### config.mk
export PLATFORM = sky130hd
export DESIGN_NAME = oled_text_streamer
export DESIGN_NICKNAME = d
export VERILOG_FILES = /design/src/rtl/oled_text_streamer.sv
export SDC_FILE = /design/constraint.sdc
export NUM_CORES = 1
export LEC_CHECK = 0
export ABC_AREA = 1
export CORE_ASPECT_RATIO = 1.75
export CORE_UTILIZATION = 64
export DETAILED_ROUTE_END_ITERATION = 10
export DONT_BUFFER_PORTS = 1
export GPL_TIMING_DRIVEN = 0
export PLACE_DENSITY = 0.8
export SLEW_MARGIN = 25
export SYNTH_ARGS = -nofsm -noshare
export SYNTH_HDL_FRONTEND = slang
export SYNTH_SLANG_ARGS = --single-unit
### constraint.sdc
create_clock -name i_clk -period 2.5 [get_ports i_clk]
set_input_delay 0.25 -clock i_clk [delete_from_list [all_inputs] [get_ports i_clk]]
set_output_delay 0.25 -clock i_clk [all_outputs]
set_load 0.005 [all_outputs]
### src/rtl/oled_text_streamer.sv
`default_nettype none
// =============================================================================
// Module   : oled_text_streamer
// Brief    : ROWSxCOLS character frame buffer streamed byte-by-byte to oled_cntrl
//            with host write port, on-demand/auto refresh and row scrolling.
// Revision : 1.0  initial release
// =============================================================================
module oled_text_streamer #(
  parameter int COLS       = 16,
  parameter int ROWS       = 4,
  parameter int ADDR_W     = 6,
  parameter int AUTO_START = 1
) (
  input  logic              i_clk,
  input  logic              i_arst_n,
  input  logic              i_wr_en,
  input  logic [ADDR_W-1:0] i_wr_addr,
  input  logic [7:0]        i_wr_data,
  input  logic              i_refresh,
  input  logic              i_scroll_en,
  output logic [7:0]        o_data,
  output logic              o_data_valid,
  input  logic              i_done,
  output logic              o_busy,
  output logic              o_frame_done
);

  localparam int DEPTH = COLS * ROWS;
  localparam int AW    = (DEPTH > 1) ? $clog2(DEPTH) : 1;
  localparam int ROW_W = (ROWS > 1) ? $clog2(ROWS) : 1;
  localparam int COL_W = (COLS > 1) ? $clog2(COLS) : 1;

  localparam logic [ADDR_W:0]  c_depth    = (ADDR_W + 1)'(DEPTH);
  localparam logic [ROW_W:0]   c_rows     = (ROW_W + 1)'(ROWS);
  localparam logic [ROW_W-1:0] c_last_row = ROW_W'(ROWS - 1);
  localparam logic [COL_W-1:0] c_last_col = COL_W'(COLS - 1);

  typedef enum logic [2:0] {
    S_IDLE = 3'd0,
    S_LOAD = 3'd1,
    S_SEND = 3'd2,
    S_WAIT = 3'd3,
    S_EOF  = 3'd4
  } state_t;

  state_t           r_state;
  state_t           w_state_nxt;
  logic [7:0]       r_buf [DEPTH];
  logic [7:0]       r_data;
  logic             r_valid;
  logic             r_busy;
  logic             r_pending;
  logic             r_auto;
  logic [ROW_W-1:0] r_row;
  logic [COL_W-1:0] r_col;
  logic [ROW_W-1:0] r_row_ofs;
  logic             w_wr_hit;
  logic             w_start;
  logic             w_last;
  logic [ROW_W:0]   w_row_sum;
  logic [ROW_W-1:0] w_phys_row;
  logic [AW-1:0]    w_rd_addr;

  assign w_wr_hit = i_wr_en && ({1'b0, i_wr_addr} < c_depth);
  assign w_last   = (r_row == c_last_row) && (r_col == c_last_col);

  always_ff @(posedge i_clk or negedge i_arst_n) begin
    if (!i_arst_n) begin
      for (int i = 0; i < DEPTH; i++) begin
        r_buf[i] <= 8'h20;
      end
    end else if (w_wr_hit) begin
      r_buf[i_wr_addr[AW-1:0]] <= i_wr_data;
    end
  end

  // Scrolled row = (row + row_ofs) mod ROWS; both operands are < ROWS so one subtract suffices.
  always_comb begin
    w_row_sum = {1'b0, r_row} + {1'b0, r_row_ofs};
    if (w_row_sum >= c_rows) begin
      w_row_sum = w_row_sum - c_rows;
    end
    w_phys_row = w_row_sum[ROW_W-1:0];
    w_rd_addr  = AW'(int'(w_phys_row) * COLS + int'(r_col));
  end

  always_ff @(posedge i_clk or negedge i_arst_n) begin
    if (!i_arst_n) begin
      r_state <= S_IDLE;
    end else begin
      r_state <= w_state_nxt;
    end
  end

  always_comb begin
    w_state_nxt = r_state;
    w_start     = 1'b0;
    case (r_state)
      S_IDLE: begin
        if (r_pending || i_refresh || r_auto) begin
          w_state_nxt = S_LOAD;
          w_start     = 1'b1;
        end
      end
      S_LOAD: w_state_nxt = S_SEND;
      S_SEND: begin
        if (i_done) begin
          w_state_nxt = w_last ? S_EOF : S_WAIT;
        end
      end
      S_WAIT: begin
        if (!i_done) begin
          w_state_nxt = S_LOAD;
        end
      end
      S_EOF:   w_state_nxt = S_IDLE;
      default: w_state_nxt = S_IDLE;
    endcase
  end

  always_ff @(posedge i_clk or negedge i_arst_n) begin
    if (!i_arst_n) begin
      r_data    <= 8'h00;
      r_valid   <= 1'b0;
      r_busy    <= 1'b0;
      r_pending <= 1'b0;
      r_auto    <= (AUTO_START != 0);
      r_row     <= '0;
      r_col     <= '0;
      r_row_ofs <= '0;
    end else begin
      r_auto <= 1'b0;
      if (w_start) begin
        r_busy <= 1'b1;
        r_row  <= '0;
        r_col  <= '0;
      end
      if (r_state == S_LOAD) begin
        r_data  <= r_buf[w_rd_addr];
        r_valid <= 1'b1;
      end
      if (r_state == S_SEND && i_done) begin
        r_valid <= 1'b0;
        if (!w_last) begin
          if (r_col == c_last_col) begin
            r_col <= '0;
            r_row <= r_row + 1'b1;
          end else begin
            r_col <= r_col + 1'b1;
          end
        end
      end
      if (r_state == S_EOF) begin
        r_busy <= 1'b0;
        if (i_scroll_en) begin
          r_row_ofs <= (r_row_ofs == c_last_row) ? '0 : r_row_ofs + 1'b1;
        end
      end
      // One-deep request memory: refreshes seen while a frame runs collapse into one.
      if (w_start) begin
        r_pending <= 1'b0;
      end else if (i_refresh && r_state != S_IDLE) begin
        r_pending <= 1'b1;
      end
    end
  end

  assign o_data       = r_data;
  assign o_data_valid = r_valid;
  assign o_busy       = r_busy;
  assign o_frame_done = (r_state == S_EOF);

endmodule
`default_nettype wire
==> results of run 1 <==
## layer usage
metal	GRT usage [%]	vias up	routed length (µm)
met5	0	-	13
met3	10.18	419	7231
met2	71.40	1211	39500
li1	-	10060	-
met4	41.21	2	8729
met1	48.82	10770	28410
## registers in the layout, summed over array words and instances (netlist names)
name	flops
r_row_ofs	2
o_data_valid	1
r_col	4
o_busy	1
o_data	8
r_state	3
r_pending	1
r_row	2
r_auto	1
r_buf	512
## Yosys cell counts
cell type  instances  area [µm²]
o21ai_0          520        2603
o31ai_1            1       7.510
clkinv_1           9       33.78
buf_2             10       50.05
mux2_2             1       11.26
xnor2_1            1       8.760
o22ai_1            1       6.260
inv_2              2       7.510
nor3_1            10       50.05
a21o_1             1       7.510
dfrtp_1          470       11760
a21oi_1           65       325.3
nand3_1          309        1546
nor3b_1            1       7.510
buf_1             15       56.30
nor3_4             5       81.33
clkbuf_1         179       671.9
nor2_1            19       71.32
xor2_1             3       26.28
inv_1             20       75.07
ha_1               4       50.05
buf_6              8       90.09
nand2_1         1318        4947
o211ai_1           1       7.510
dfstp_2           65        1708
nor4_1             1       6.260
nand3b_1           1       7.510
nor3_2             3       30.03
conb_1             1       3.750
## metrics by stage
stage / setup slack, ps / hold WS, ps / power, mW / cell area (µm²)
3_5_place_dp: -796.0 / -33.35 / 16.96 / 24970
4_1_cts: 31.62 / -641.1 / 24.58 / 26690
2_1_floorplan: 763.3 / -45.59 / 14.34 / 24260
3_3_place_gp: -1195 / -29.93 / 16.77 / 24860
5_1_grt: -51.96 / -640.0 / 25.80 / 26730
6_report: -138.8 / -625.9 / 25.00 / 26730
## placed cells by master (no fill, tap or decap), types with 2 or more instances in the layout
master            n
buf_2            21
dlygate4sd3_1     3
clkbuf_8         12
nor3_1            5
buf_1             7
inv_2             2
clkbuf_2         45
nor2_2            4
nor2_1           14
clkbuf_4          7
a21oi_1          65
buf_6            10
nand3_1         308
nor3_4            5
dfstp_2          65
bufinv_16         4
o21ai_0         520
clkbuf_1        132
nand2_1        1317
nor3_2            8
buf_4             7
clkbuf_16        49
dfrtp_1         468
clkinv_2         10
dfrtp_2           2
xor2_1            2
ha_1              4
inv_1            20
clkinv_1          9
## power by group
part           internal [mW]  switching, mW
logic                   1.80           4.84
clock network           4.37           3.29
registers               9.94          0.757
total                   16.1           8.89
## worst min-delay path by stage
stage	from	end
2_1_floorplan	i_arst_n	o_busy
3_3_place_gp	i_arst_n	r_buf[170]
3_5_place_dp	i_arst_n	r_buf[170]
4_1_cts	i_arst_n	r_buf[166]
5_1_grt	i_arst_n	r_buf[171]
6_report	i_arst_n	r_buf[166]
## logic make-up after synthesis
group,after synthesis,share of synthesized area (%)
AO/OA/AOI/OAI,589,12.19
flip-flops,535,55.52
buffers and inverters,243,4.059
multiplexers,1,0.04642
adder cells (fa/ha/maj),4,0.2063
XOR/XNOR,4,0.1444
other,1,0.01546
AND/OR/NAND/NOR,1667,27.82
## cell type report
class	count	share of cell area [%]
clock buffer	73	5.374
buffer	210	3.609
clock inverter	14	0.6367
multi-input combinational	2266	36.90
sequential	535	50.41
inverter	31	0.4354
tap	480	2.247
timing repair buffer	11	0.3932
## what timing repair did
| item | in CTS | in global routing |
|---|---|---|
| endpoints found under the hold margin | 545 | 535 |
| resized for setup | 63 | 36 |
| setup endpoints to repair | 8 | 8 |
==> summary.md, run 1 <==
| Metric | Value |
|---|---|
| RSZ-0062 raised after global routing | true |
| Period minus WS final | 2639 ps |
| Nets | 3,127 |
| CP startpoint | r_col[1] |
| WP buf/inv | 2 |
| Final core occ | 71.24% |
| Post-CTS Setup Inserts | 0 |
| Wire per inst | 23.17 µm |
| Max stage delay cell, worst path | dfrtp_2 |
| Avg Inst Size Synth | 7.969 µm² |
| Final HPWL DP | 59,160 µm |
| Overflow after GRT | 0 |
| Cell family with most CP delay | simple AND/OR/NAND/NOR gates |
| Row count | 94 |
| CP Class | reg2reg |
| # fillers | 3,073 |
| Finish-stage setup viols | 6 |
| Net count after synthesis | 3,068 |
| Crit-path cells | clkbuf_2 -> buf_2 -> nand3_1 -> nand3_1 -> nand3_1 -> nand3_1 -> nand3_1 -> nand3_1 -> nand2_1 |
| WHS | -625.9 ps |
| Seq/Total Area, Yosys | 55.52% |
| Vias in the first global route | 22,200 |
| First-pass GRT wire length | 126,000 µm |
| Final Non-Filler Cells | 3,620 |
| I/O Buffers | 0 |
| Violated checks | negative hold slack, negative setup slack |
| Cell Area, Synth | 24,260 µm² |
| Largest net degree at the start of global routing | 536 |
| Die span in x | 149.2 µm |
| Worst Path Arrival | 3100 ps |
| Share of cells above drive strength 1 | 8.185% |
| Vias/cell | 6.205 |
| Vias | 22,460 |
| Max-slew violations | 0 |
| Synth-to-Final Area Change | 10.18% |
| Hold Crit Class | in2async |
| Hold buffers post-CTS | 3 |
| # diodes | 0 |
| Worst ir drop on vdd | 0.7724 mV |
| Status | complete, but fails checks |
| DIE HEIGHT | 259.6 µm |
| CP max stage delay | 500 ps |
| IO Pins | 31 |
| Register Area | 13,470 µm² |
| Setup crit end | o_data[4] |
| Unique masters post-synth | 29 |
| Crit Path Max Fanout | 10 |
| Clock tree from TritonCTS | built |
| Longest Clk Path Bufs | 3 |
| Reg2Reg Depth | 9 |
| Pre-Repair DR Iteration Count | 6 |
| Setup TNS | -363.1 ps |
| GPL Wtd Cong | 1.031 |
| LEAKAGE | 12.39 nW |
| Clk slew on worst S/H paths | 70 ps |
| Synthesis Warnings | 0 |
| DRT iter0 DRCs | 2,444 |
| Max cap viols | 0 |
| Worst Skew | 16.00 ps |
| Worst-Margin Slew | 1275 ps |
| Initial Utilization | 64.66% |
| Antenna violations before repair | 1 |
| Final Hold Viols | 509 |
| Die area | 38,720 µm² |
| Critical Path Stages | 9 |
| Placed Instances | 3,532 |
| Num CTS Buffers | 48 |
| Root Driver | clkbuf_16 |
| # DRC | 0 |
| Startpoint Class | register |
| Footprint of the multi-input gates | 9862 µm² |
| ANT nets after route | 0 |
| Total core area | 37,520 µm² |
| Clk_lat worst skew | 590 ps |
| Final period util | 105.6% |
| WL final | 83,880 µm |
| Slew HR | 15.00% |
| Power per Cell Area | 935.3 nW/µm² |
| Reg-to-reg critical path startpoint | r_col[1] |
| FF-to-FF End | o_data[4] |
| H-tree levels | 2 |
| Setup crit end kind | register |
| #FFs+latches synth | 535 |
| Cells after synthesis | 3,044 |
| Critical Path RT | 2960 ps |
| Total track usage | 44.59% |
| Crit path top cell by count | nand3_1 |
| Sink Count | 535 |
| Reg-to-reg slack, setup | -140 ps |
| Worst setup margin | -138.8 ps |
| Max frequency | 379.0 MHz |
(Power assumes the default switching activity.)
==> run 2, diff against run 1 <==
--- a/config.mk
+++ b/config.mk
@@ -7,6 +7,7 @@
 export LEC_CHECK = 0
 export ABC_AREA = 1
 export CORE_ASPECT_RATIO = 1.75
+export CORE_MARGIN = 2
 export CORE_UTILIZATION = 64
 export DETAILED_ROUTE_END_ITERATION = 10
 export DONT_BUFFER_PORTS = 1
==> run 2 against run 1 <==
  * The flow finishes with violations (negative hold slack, max-slew violations, negative setup slack)
  * Critical path type unchanged
  * Maximum frequency rose by 3.2%
  * Combinational power fell by 0.8%
  * Sequential share of layout area barely moved
  * Worst setup slack improved by 82 ps
==> summary.md, run 2 (synthesis results as in run 1) <==
| Metric | Value |
|---|---|
| Status | complete, but fails checks |
| Violated checks | negative hold slack, max-slew violations, negative setup slack |
| Sink Count | 535 |
| Final period util | 102.3% |
| Antenna violations before repair | 1 |
| Most common cell after layout, fill and taps aside | nand2_1 |
| Worst-Margin Slew | 1972 ps |
| Max frequency | 391.1 MHz |
| Worst Skew | 14.83 ps |
| Critical Path RT | 3010 ps |
| Setup crit end kind | register |
| Initial Utilization | 64.66% |
| Cell family with most CP delay | simple AND/OR/NAND/NOR gates |
| # diodes | 0 |
| Overflow after GRT | 0 |
| DRT iter0 DRCs | 2,359 |
| Critical Path Stages | 10 |
| Total track usage | 42.80% |
| H-tree levels | 2 |
| RSZ-0062 raised after global routing | false |
| Final HPWL DP | 58,460 µm |
| Commonest non-fill, non-tap cells in the layout | nand2_1 (1,317), o21ai_0 (520), dfrtp_1 (468) |
| ANT nets after route | 0 |
| WP buf/inv | 3 |
| Die area | 39,540 µm² |
| First-pass GRT wire length | 124,800 µm |
| Die span in x | 151.2 µm |
| Clock tree from TritonCTS | built |
| DIE HEIGHT | 261.6 µm |
| Crit Path Max Fanout | 10 |
| I/O Buffers | 0 |
| Wire per inst | 22.87 µm |
| Vias | 22,630 |
| Max-slew violations | 295 |
| CP Class | reg2reg |
| Total core area | 37,520 µm² |
| # DRC | 0 |
| Row count | 94 |
| Hold buffers post-CTS | 3 |
| # fillers | 3,061 |
| Pre-CTS WS | -777.6 ps |
| Nets | 3,129 |
| CP max stage delay | 490 ps |
| Largest net degree at the start of global routing | 536 |
| Max cap viols | 0 |
| Final Hold Viols | 480 |
| Reg-to-reg critical path startpoint | r_col[1] |
| Pre-Repair DR Iteration Count | 8 |
| Clk_lat worst skew | 590 ps |
| Clk slew on worst S/H paths | 70 ps |
| Final core occ | 71.22% |
| Synth-to-Final Area Change | 10.16% |
| WHS | -638.2 ps |
| Num CTS Buffers | 49 |
| Crit path top cell by count | nand3_1 |
| Crit-path cells | nand2_2 -> inv_1 -> buf_2 -> clkbuf_4 -> nand2_1 -> nand3_1 -> nand3_1 -> nand3_1 -> nand3_1 -> nand2_1 |
| Max stage delay cell, worst path | dfrtp_2 |
| Reg2Reg Depth | 10 |
| WL final | 82,880 µm |
| Worst Path Arrival | 3060 ps |
| Most flops, register | r_buf |
| Period minus WS final | 2557 ps |
| Worst setup margin | -57.05 ps |
| Slew HR | -31.50% |
| Reg-to-reg slack, setup | -60 ps |
| Vias in the first global route | 22,090 |
| Finish-stage setup viols | 6 |
| Power per Cell Area | 932.9 nW/µm² |
| Share of cells above drive strength 1 | 8.431% |
| GPL Wtd Cong | 1.061 |
| LEAKAGE | 12.41 nW |
| Longest Clk Path Bufs | 3 |
| Startpoint Class | register |
| Worst ir drop on vdd | 0.6925 mV |
| Max reg flops | 512 |
| Vias/cell | 6.245 |
| FF-to-FF End | o_data[2] |
| IO Pins | 31 |
| Hold Crit Class | in2async |
| Root Driver | clkbuf_16 |
[run 2: per-stage QoR]
| stage | cells | TNS [ps] | instance area, µm² | total power [mW] |
|---|---|---|---|---|
| detailed placement | 3532 | -5547 | 24970 | 16.92 |
| floorplan | 3044 | 0 | 24260 | 14.34 |
| finish | 3623 | -201.7 | 26720 | 24.93 |
| global route | 3623 | 0 | 26720 | 25.69 |
| CTS | 3623 | 0 | 26680 | 24.54 |
| global placement | 3524 | -249300 | 24860 | 16.71 |
[run 2: worst max path at each step]
stage,startpoint,endpoint,slack (ps)
6_report,r_col[1],o_data[2],-60
5_1_grt,r_col[1],o_data[2],0.05
4_1_cts,r_col[3],o_data[6],20
3_5_place_dp,r_col[0],o_data[3],-780
3_3_place_gp,i_wr_addr[0],r_buf[254],-1080
2_1_floorplan,r_col[0],o_data[4],760
[run 2: area by class of cell]
class	count	area, µm²	share of cell area (%)
Sequential cell	535	13470	50.41
Multi-Input combinational cell	2266	9857	36.89
Clock buffer	74	1390	5.202
Buffer	211	987.2	3.694
Tap cell	480	600.6	2.248
Clock inverter	15	190.2	0.7117
Inverter	31	116.4	0.4355
Timing Repair Buffer	11	108.9	0.4074
[run 2: layer usage]
| metal | part of all wire, % | track usage (%) | wire length, µm |
|---|---|---|---|
| met1 | 33 | 48.46 | 27410 |
| met2 | 47 | 68.42 | 38640 |
| met3 | 8.6 | 7.213 | 7135 |
| met4 | 12 | 39.75 | 9670 |
| met5 | 0.014 | 0 | 12 |
[run 2: timing repair]
item,4_1_cts,5_1_grt
setup buffers,0,0
resized for setup,70,43
endpoints found under the hold margin,546,535
setup endpoints to repair,8,8
[run 2: where the power goes]
part / total [mW] / internal (mW) / switching, mW
sequential: 10.7 / 9.95 / 0.762
combinational: 6.59 / 1.81 / 4.78
clock: 7.63 / 4.26 / 3.37
